==> src/rtl/keypad_scanner.sv <==
// keypad_scanner: 4x4 matrix keypad scanner with scan-level debounce and one-cycle key strobe.
// Optional auto-repeat is built only when KEYPAD_REPEAT_EN is defined.
//
// state    | meaning
// ---------+------------------------------------------------------------
// S_DRIVE0 | column 0 driven low, settle, sample rows into hit record
// S_DRIVE1 | column 1 driven low, settle, sample rows into hit record
// S_DRIVE2 | column 2 driven low, settle, sample rows into hit record
// S_DRIVE3 | column 3 driven low, settle, sample rows into hit record
// S_EVAL   | all columns released, classify scan, debounce, accept
module keypad_scanner #(
   parameter int unsigned SETTLE_CYCLES      = 500,
   parameter int unsigned DEBOUNCE_SCANS     = 250,
   parameter int unsigned REPEAT_DELAY_SCANS = 12500,
   parameter int unsigned REPEAT_RATE_SCANS  = 2500
) (
   input  logic       CLOCK_50,
   input  logic       Reset,
   input  logic [3:0] Row,
   output logic [3:0] Col,
   output logic [3:0] KeyCode,
   output logic       KeyValid,
   output logic       KeyHeld
);

   // DRIVE encodings equal the column index so the state walks by increment into EVAL
   localparam logic [2:0] S_DRIVE0 = 3'd0;
   localparam logic [2:0] S_DRIVE1 = 3'd1;
   localparam logic [2:0] S_DRIVE2 = 3'd2;
   localparam logic [2:0] S_DRIVE3 = 3'd3;
   localparam logic [2:0] S_EVAL   = 3'd4;

   localparam logic [1:0] C_NONE  = 2'd0;
   localparam logic [1:0] C_KEY   = 2'd1;
   localparam logic [1:0] C_MULTI = 2'd2;

   localparam logic [15:0] SETTLE_LAST = 16'(SETTLE_CYCLES - 1);
   localparam logic [15:0] DEB_TARGET  = 16'(DEBOUNCE_SCANS);

   logic [3:0]  r_row_s1;
   logic [3:0]  r_row_s2;
   logic [2:0]  r_state;
   logic [15:0] r_settle_cnt;
   logic [15:0] r_hit;
   logic [1:0]  r_prev_class;
   logic [3:0]  r_prev_code;
   logic [15:0] r_stable_cnt;
   logic [3:0]  r_key_code;
   logic        r_key_valid;
   logic        r_key_held;

   logic [1:0]  w_col_idx;
   logic        w_eval;
   logic        w_settle_done;
   logic [15:0] w_hit_set;
   logic [4:0]  w_hit_cnt;
   logic [3:0]  w_hit_idx;
   logic [1:0]  w_class;
   logic [3:0]  w_code;
   logic        w_same;
   logic        w_stable_sat;
   logic [15:0] w_stable_next;
   logic        w_reached;
   logic        w_differs;
   logic        w_accept;
   logic        w_accept_key;
   logic        w_rpt_fire;

   assign w_col_idx     = r_state[1:0];
   assign w_eval        = (r_state == S_EVAL);
   assign w_settle_done = (r_settle_cnt == SETTLE_LAST);

   always_comb begin
      w_hit_set = '0;
      for (int r = 0; r < 4; r++) begin
         w_hit_set[r*4 + int'(w_col_idx)] = ~r_row_s2[r];
      end
   end

   always_comb begin
      w_hit_cnt = '0;
      w_hit_idx = '0;
      for (int i = 0; i < 16; i++) begin
         if (r_hit[i]) begin
            w_hit_cnt = w_hit_cnt + 5'd1;
            w_hit_idx = 4'(i);
         end
      end
   end

   assign w_class = (w_hit_cnt == 5'd0) ? C_NONE :
                    (w_hit_cnt == 5'd1) ? C_KEY  : C_MULTI;
   assign w_code  = (w_class == C_KEY) ? w_hit_idx : 4'd0;

   assign w_same        = (w_class == r_prev_class) && (w_code == r_prev_code);
   assign w_stable_sat  = (r_stable_cnt == 16'hFFFF);
   assign w_stable_next = !w_same     ? 16'd1 :
                          w_stable_sat ? r_stable_cnt : r_stable_cnt + 16'd1;
   // A saturated count that stays put has not "become" the target again
   assign w_reached     = (w_stable_next == DEB_TARGET) && !(w_same && w_stable_sat);
   assign w_differs     = (w_class == C_KEY) ? (!r_key_held || (w_code != r_key_code))
                                             : r_key_held;
   assign w_accept      = w_eval && w_reached && (w_class != C_MULTI) && w_differs;
   assign w_accept_key  = w_accept && (w_class == C_KEY);

`ifdef KEYPAD_REPEAT_EN
   localparam logic [15:0] RPT_DELAY = 16'(REPEAT_DELAY_SCANS);
   localparam logic [15:0] RPT_RATE  = 16'(REPEAT_RATE_SCANS);

   logic [15:0] r_rpt_cnt;
   logic        w_persist;

   assign w_persist  = r_key_held && w_same && (w_class == C_KEY) && (w_code == r_key_code);
   assign w_rpt_fire = w_eval && !w_accept && w_persist && (r_rpt_cnt == 16'd1);

   // Down-counter to the next repeat; any break in the held result restarts the delay
   always_ff @(posedge CLOCK_50 or posedge Reset) begin
      if (Reset) begin
         r_rpt_cnt <= '0;
      end else if (w_eval) begin
         if (w_accept || !w_persist) begin
            r_rpt_cnt <= RPT_DELAY;
         end else if (r_rpt_cnt == 16'd1) begin
            r_rpt_cnt <= RPT_RATE;
         end else if (r_rpt_cnt != 16'd0) begin
            r_rpt_cnt <= r_rpt_cnt - 16'd1;
         end
      end
   end
`else
   assign w_rpt_fire = 1'b0;
`endif

   always_ff @(posedge CLOCK_50 or posedge Reset) begin
      if (Reset) begin
         r_row_s1     <= 4'hF;
         r_row_s2     <= 4'hF;
         r_state      <= S_DRIVE0;
         r_settle_cnt <= '0;
         r_hit        <= '0;
         r_prev_class <= C_NONE;
         r_prev_code  <= '0;
         r_stable_cnt <= '0;
         r_key_code   <= '0;
         r_key_valid  <= 1'b0;
         r_key_held   <= 1'b0;
      end else begin
         r_row_s1    <= Row;
         r_row_s2    <= r_row_s1;
         r_key_valid <= 1'b0;
         if (w_eval) begin
            r_state      <= S_DRIVE0;
            r_hit        <= '0;
            r_prev_class <= w_class;
            r_prev_code  <= w_code;
            r_stable_cnt <= w_stable_next;
            r_key_valid  <= w_accept_key | w_rpt_fire;
            if (w_accept) begin
               r_key_held <= (w_class == C_KEY);
               if (w_class == C_KEY) begin
                  r_key_code <= w_code;
               end
            end
         end else if (w_settle_done) begin
            r_settle_cnt <= '0;
            r_hit        <= r_hit | w_hit_set;
            r_state      <= r_state + 3'd1;
         end else begin
            r_settle_cnt <= r_settle_cnt + 16'd1;
         end
      end
   end

   assign Col      = w_eval ? 4'b1111 : ~(4'b0001 << w_col_idx);
   assign KeyCode  = r_key_code;
   assign KeyValid = r_key_valid;
   assign KeyHeld  = r_key_held;

endmodule

==> config.mk <==
export PLATFORM = sky130hd
export DESIGN_NAME = keypad_scanner
export DESIGN_NICKNAME = d
export VERILOG_FILES = /design/src/rtl/keypad_scanner.sv
export SDC_FILE = /design/constraint.sdc
export NUM_CORES = 1
export LEC_CHECK = 0
export ABC_AREA = 1
export CAP_MARGIN = 20
export CORE_MARGIN = 8
export CORE_UTILIZATION = 45
export CTS_BUF_LIST = sky130_fd_sc_hd__clkbuf_4 sky130_fd_sc_hd__clkbuf_8 sky130_fd_sc_hd__clkbuf_16
export DETAILED_ROUTE_END_ITERATION = 12
export PLACE_DENSITY = 0.72
export SKIP_CTS_REPAIR_TIMING = 1
export SLEW_MARGIN = 20
export SYNTH_ARGS = -nofsm -noshare
export SYNTH_HDL_FRONTEND = slang
export SYNTH_SLANG_ARGS = --single-unit
==> constraint.sdc <==
create_clock -name CLOCK_50 -period 11.19 [get_ports CLOCK_50]
set_input_delay 1.119 -clock CLOCK_50 [delete_from_list [all_inputs] [get_ports CLOCK_50]]
set_output_delay 1.119 -clock CLOCK_50 [all_outputs]
set_load 0.01 [all_outputs]
======== Word level (Yosys, flattened, before mapping) ========
Cells that the tools add are included.
cells by class
  bitwise logic cells ..................... 7
  reduce and logical (&&, ||, !) cells .... 18
  multiplexer cells ....................... 55
  equality and inequality tests ........... 10
  order comparisons ....................... 8
  shifts and indexed selects .............. 1
  $add $sub $neg .......................... 21
operators with widths
  cell                                                                     number
  16-bit 2-to-1 mux                                                        5
  5-bit by 1-bit adder with 5-bit output (second input constant)           15
  5-bit 2-to-1 mux                                                         15
  4-bit 2-to-1 mux                                                         16
  16-bit bitwise mux                                                       3
  16-bit by 1-bit adder with 16-bit output (second input constant)         2
  16-bit by 4-bit AND with 16-bit output                                   1
  16-bit equality test (second input constant)                             1
  16-bit by 8-bit equality test with 1-bit output (second input constant)  1
  16-bit by 9-bit equality test with 1-bit output (second input constant)  1
  16-bit bitwise OR                                                        1
  1-bit demux with 4-bit select                                            3
  1-bit logical AND                                                        11
  4-bit by 2-bit adder with 5-bit output (first input constant)            2
  5-bit by 1-bit >= comparator with 1-bit output (second input constant)   2
  5-bit < comparator (second input constant)                               2
  1-bit 2-to-1 mux                                                         8
  3-bit 2-to-1 mux                                                         2
  5-bit by 1-bit equality test with 1-bit output (second input constant)   1
  5-bit zero test                                                          1
  2-bit by 5-bit < comparator with 1-bit output (second input constant)    1
  4-bit by 5-bit < comparator with 1-bit output (second input constant)    1
  3-bit by 2-bit adder with 4-bit output (first input constant)            1
  4-bit equality test                                                      1
  other kinds (18)                                                         23
storage, ports and cells
  input port bits ......................... 6
  output and inout port bits .............. 10
  bits in registers ....................... 71
  word-level logic and storage cells ...... 131

======== Longest topological paths before layout ========
  depth after elaboration ................. 46
  mapped depth ............................ 65
  gate-level depth less buffers ........... 64

======== Least setup slack after synthesis ========
OpenSTA, ideal clock, no wires.
  path type ............................... reg2reg
  start point ............................. reg r_hit[0]
  end point ............................... reg r_key_code[0], in the netlist KeyCode[0]
  data required time ...................... 11.072 ns
  path buffers ............................ 0
  cell stages (with the launch flop) ...... 62
  setup time .............................. 0.118 ns
  period minus slack after synthesis ...... 8.031 ns
  setup slack ............................. 3.159 ns
  data arrival time ....................... 7.913 ns
  cell sequence ........................... dfrtp_1 -> inv_1 -> ha_1 -> inv_1 -> nand2_2 -> nand2_1 -> inv_1 -> ha_1 -> nand2_1 -> nand2_1 -> ha_1 -> or2_1 -> nand2_1 -> inv_1 -> ha_1 -> nand2_1 -> nand2_1 -> ha_1 -> [... 26 more ...] -> ha_1 -> nand2_1 -> o21ai_0 -> inv_1 -> nand2_1 -> nand3b_4 -> nor2_8 -> nand2_1 -> nand2_1 -> nand2_1 -> nor2_2 -> nand3_2 -> clkinv_2 -> nand2_2 -> nor2_4 -> nand4_4 -> nand2_1 -> nand2_1
on the way
  cells in the longest elaborated chain, start to end .. 45
  elaborated cells between the ends (all ways) .. 53
  classes of those cells .................. add/sub: 15; eq/ne: 7; mux: 21; reduce/logical: 10
RTL lines
  what                                                                                line     text
  start, declared                                                                     44       logic [15:0] r_hit;
  start signal, assigned                                                              166      r_hit <= r_hit | w_hit_set;
  1-bit 2-to-1 mux *                                                                  84       if (r_hit[i]) begin
  5-bit by 1-bit adder with 5-bit output                                              85       w_hit_cnt = w_hit_cnt + 5'd1;
  5-bit 2-to-1 mux *                                                                  84
  5-bit by 1-bit adder with 5-bit output                                              85
  5-bit 2-to-1 mux *                                                                  84
  5-bit by 1-bit adder with 5-bit output                                              85
  5-bit 2-to-1 mux *                                                                  84
  5-bit by 1-bit adder with 5-bit output                                              85
  [... 27 more ...]                                                                   --
  4-bit 2-to-1 mux                                                                    93       assign w_code = (w_class == C_KEY) ? w_hit_idx : 4'd0;
  4-bit equality test                                                                 95       assign w_same = (w_class == r_prev_class) && (w_code == r_prev_code);
  1-bit logical AND                                                                   95
  16-bit 2-to-1 mux or 1-bit logical AND (tied branches)                              97, 100
  16-bit by 8-bit equality test with 1-bit output or 1-bit zero test (tied branches)  100      assign w_reached = (w_stable_next == DEB_TARGET) && !(w_same && w_stable_sat);
  1-bit logical AND                                                                   100
  1-bit logical AND (3 in series)                                                     103      assign w_accept = w_eval && w_reached && (w_class != C_MULTI) && w_differs;
  3-bit AND reduction (no source line)                                                --
  end signal, assigned                                                                161      r_key_code <= w_code;
  end, declared                                                                       48       logic [3:0] r_key_code;
Every way passes the cells marked *; elsewhere a longest branch is shown, timed or not.
A chain may end at the register's enable or synchronous reset.

======== Final worst setup path ========
Same ends and word-level chain as after synthesis.

==> impl_metrics.env <==
export IMPL_outcome="finished clean"
export IMPL_fp_coreArea_um2=11900
export IMPL_dieWidth_um=126
export IMPL_highest_layer="met4"
export IMPL_wl_met2_mm=4.97
export IMPL_ys_flop_type="dfrtp_1"
export IMPL_layout_cells_non_filler=964
export IMPL_final_layout_size_suffix_gt1_share_pct=10.8
export IMPL_ys_seq_area_share_pct=33.1
export IMPL_synth_fp_nets=820
export IMPL_setup_tns_ns=0
export IMPL_arrival_ns=9.13
export IMPL_syn_area_per_cell_um2=6.82
export IMPL_grt_usage_pct=14.6
export IMPL_wl_per_cell_um=11.6
export IMPL_leakage_nw=3.29
export IMPL_drt_met1_wl_mm=5.79
export IMPL_setup_viol=0
export IMPL_grt_pass1_vias=4454
export IMPL_nNetsFinal=840
export IMPL_cp_required_ns=11.41
export IMPL_start_kind="flop"
export IMPL_finalCritPeriodShare_pct=79.6
export IMPL_worstHoldStart="r_row_s1[0]$_DFF_PP1_"
export IMPL_antenna_left=0
export IMPL_overflow=0
export IMPL_fin_skew_ns=0.00615
export IMPL_wl_met3_um=277
export IMPL_hp_class="flop to flop"
export IMPL_dieArea_um2=15800
export IMPL_drc=0
export IMPL_drt_iter0_drc=338
export IMPL_timing_fmax_ghz=0.112
export IMPL_portBuffers=15
export IMPL_clock_sinks=71
export IMPL_crit_path_start="r_hit[0]$_DFFE_PP0P_"
export IMPL_critPathKind="flop to flop"
export IMPL_grt_pass1_wl_mm=19.7
export IMPL_dp_cells=948
export IMPL_drv_cap=0
export IMPL_gp_congestion=0.870
export IMPL_num_vias=4823
export IMPL_relSlewSlack_pct=43.1
export IMPL_syn_inst=792
export IMPL_n_antenna_cell=0
export IMPL_rows=40
export IMPL_cts_root_buf="clkbuf_16"
export IMPL_cts_htree_levels=3
export IMPL_grt_max_degree=72
export IMPL_slowest_stage="dfrtp_1"
export IMPL_vias_per_cell=5.00
export IMPL_ios=16
export IMPL_async_reset_ff_share_pct=100
export IMPL_final_common_cell="nand2_1"
export IMPL_synth_area_um2=5400
export IMPL_ctsLongestPathBuffers=2
export IMPL_path_common_cell="nand2_1"
export IMPL_ys_warnings_count=0
export IMPL_antenna_found_initial=0
export IMPL_worst_pin_slew_ns=0.854
export IMPL_cp_buffers_inverters=6
export IMPL_synth_edf_count=0
export IMPL_hpwl_mm=8.45
export IMPL_min_period_ns=8.91
export IMPL_synth_seq_cells=71
export IMPL_syn_to_final_growth_pct=11.3
export IMPL_hold_violations=0
export IMPL_max_stage_delay_ns=0.34
export IMPL_cts_tree="built"
export IMPL_drtPass1Iterations=4
export IMPL_totalWireLength_mm=11.2
export IMPL_start_util_pct=45.5
export IMPL_critical_path_max_fanout=12
export IMPL_slew_violations=0
export IMPL_clk_pin_slew_ns=0.06
export IMPL_clk_latency_ns=0.33
export IMPL_fp_dieH_um=126
export IMPL_yosysUniqueCellTypes=46
export IMPL_p_per_area_nw_per_um2=91.1
export IMPL_vdd_drop_max_uv=101
export IMPL_path_delay_family="simple AND/OR/NAND/NOR gates"
export IMPL_rsz0062_at_grt="false"
export IMPL_final_cell_mix="nand2_1 (226), inv_1 (128), nand3_1 (76)"
export IMPL_end_kind="flop"
export IMPL_r2r_start="r_hit[0]$_DFFE_PP0P_"
export IMPL_fill_cells=1162
export IMPL_cts_buffers=9
-- cell usage after synthesis (2+ instances only) --
| cell type | number | area share (%) |
|---|---|---|
| o22ai_1 | 5 | 0.58 |
| nor3_2 | 2 | 0.37 |
| o21a_1 | 2 | 0.28 |
| nor2_1 | 55 | 3.8 |
| o21bai_1 | 2 | 0.28 |
| nand2_1 | 226 | 16 |
| or2_2 | 2 | 0.23 |
| xnor2_1 | 2 | 0.32 |
| xor2_1 | 17 | 2.8 |
| a21oi_1 | 15 | 1.4 |
| o21ai_1 | 2 | 0.19 |
| nor2_2 | 5 | 0.58 |
| a21boi_0 | 3 | 0.42 |
| o21ai_0 | 37 | 3.4 |
| nor2_4 | 3 | 0.63 |
| inv_2 | 7 | 0.49 |
| nor4_1 | 8 | 0.93 |
| ha_1 | 22 | 5.1 |
| nand2_2 | 26 | 3.0 |
| dfstp_2 | 8 | 3.9 |
| nand3_1 | 76 | 7.0 |
| o32ai_1 | 8 | 1.3 |
| clkbuf_1 | 6 | 0.42 |
| inv_1 | 129 | 9.0 |
| buf_1 | 2 | 0.14 |
| nor3_1 | 9 | 0.83 |
| nand3b_1 | 6 | 0.83 |
| or2_1 | 2 | 0.23 |
| dfrtp_1 | 63 | 29 |
| nand3_2 | 10 | 1.9 |
| nand4_1 | 14 | 1.6 |
| o31ai_1 | 4 | 0.56 |
-- metal layers --
metal | vias up | track usage (%)
met5 | - | 0
met4 | 0 | 4.37
met3 | 10 | 2.17
met2 | 63 | 23.8
met1 | 2164 | 19.6
li1 | 2586 | -
-- through the flow --
| step | setup slack [ns] | instance area [um^2] | hold slack, ns | power, mW | utilization, % |
|---|---|---|---|---|---|
| global route | 1.56 | 6010 | 0.359 | 0.564 | 50.7 |
| finish | 2.28 | 6010 | 0.354 | 0.548 | 50.7 |
| detailed placement | 2.39 | 5720 | 0.347 | 0.272 | 48.2 |
| floorplan | 3.16 | 5400 | 0.345 | 0.269 | - |
| CTS | 2.29 | 6010 | 0.356 | 0.553 | 50.7 |
| global placement | 2.58 | 5720 | 0.346 | 0.272 | 48.2 |
-- final timing paths --
| path | endpoint | slack [ns] | cells after the start |
|---|---|---|---|
| min in group asynchronous | r_stable_cnt[11]$_DFFE_PP0P_ | 1.38 | 3 |
| worst max-delay path | KeyCode[0]$_DFFE_PP0P_ | 2.28 | 61 |
| worst min-delay path | r_row_s2[0]$_DFF_PP1_ | 0.35 | 0 |
| max in group asynchronous | r_settle_cnt[1]$_DFFE_PP0N_ | 9.26 | 3 |
| worst min register to register | r_row_s2[0]$_DFF_PP1_ | 0.35 | 0 |
| worst max register to register | KeyCode[0]$_DFFE_PP0P_ | 2.28 | 61 |
-- sequential cells by signal, indices dropped and copies added (netlist names) --
register      cells
KeyValid          1
r_row_s2          4
r_stable_cnt     16
r_prev_class      2
KeyCode           4
r_hit            16
r_settle_cnt     16
r_row_s1          4
KeyHeld           1
r_prev_code       4
r_state           3
-- logic make-up after synthesis --
group	count (synthesis)	share of synthesized area [%]
XOR/XNOR	19	3.08
flip-flops	71	33.1
adder cells (fa/ha/maj)	22	5.10
AO/OA/AOI/OAI	83	9.15
buffers and inverters	147	10.4
AND/OR/NAND/NOR	450	39.2
-- layout make-up --
| class | count | area [um^2] | share of cell area [%] |
|---|---|---|---|
| Clock inverter | 6 | 61.3 | 1.02 |
| Tap cell | 147 | 184 | 3.06 |
| Timing Repair Buffer | 18 | 173 | 2.87 |
| Clock buffer | 10 | 233 | 3.87 |
| Multi-Input combinational cell | 574 | 3050 | 50.8 |
| Sequential cell | 71 | 1790 | 29.7 |
| Inverter | 138 | 519 | 8.64 |
-- worst reg2reg max path: cells and delay by family (launching register included) --
family	cells	cell delay, ns
AND/OR/NAND/NOR	39	3.89
adder cells (fa/ha/maj)	14	3.87
buffers and inverters	6	0.55
flip-flops	1	0.34
AO/OA/AOI/OAI	2	0.13
-- report_power, final --
group	switching, mW	leakage (nW)	total, mW	internal [mW]
Combinational	0.00490	2.19	0.00673	0.00183
Sequential	0.00122	0.950	0.261	0.260
Clock	0.106	0.146	0.280	0.174
Total	0.112	3.29	0.548	0.435
No activity file was read; power rests on OpenSTA's default activity.
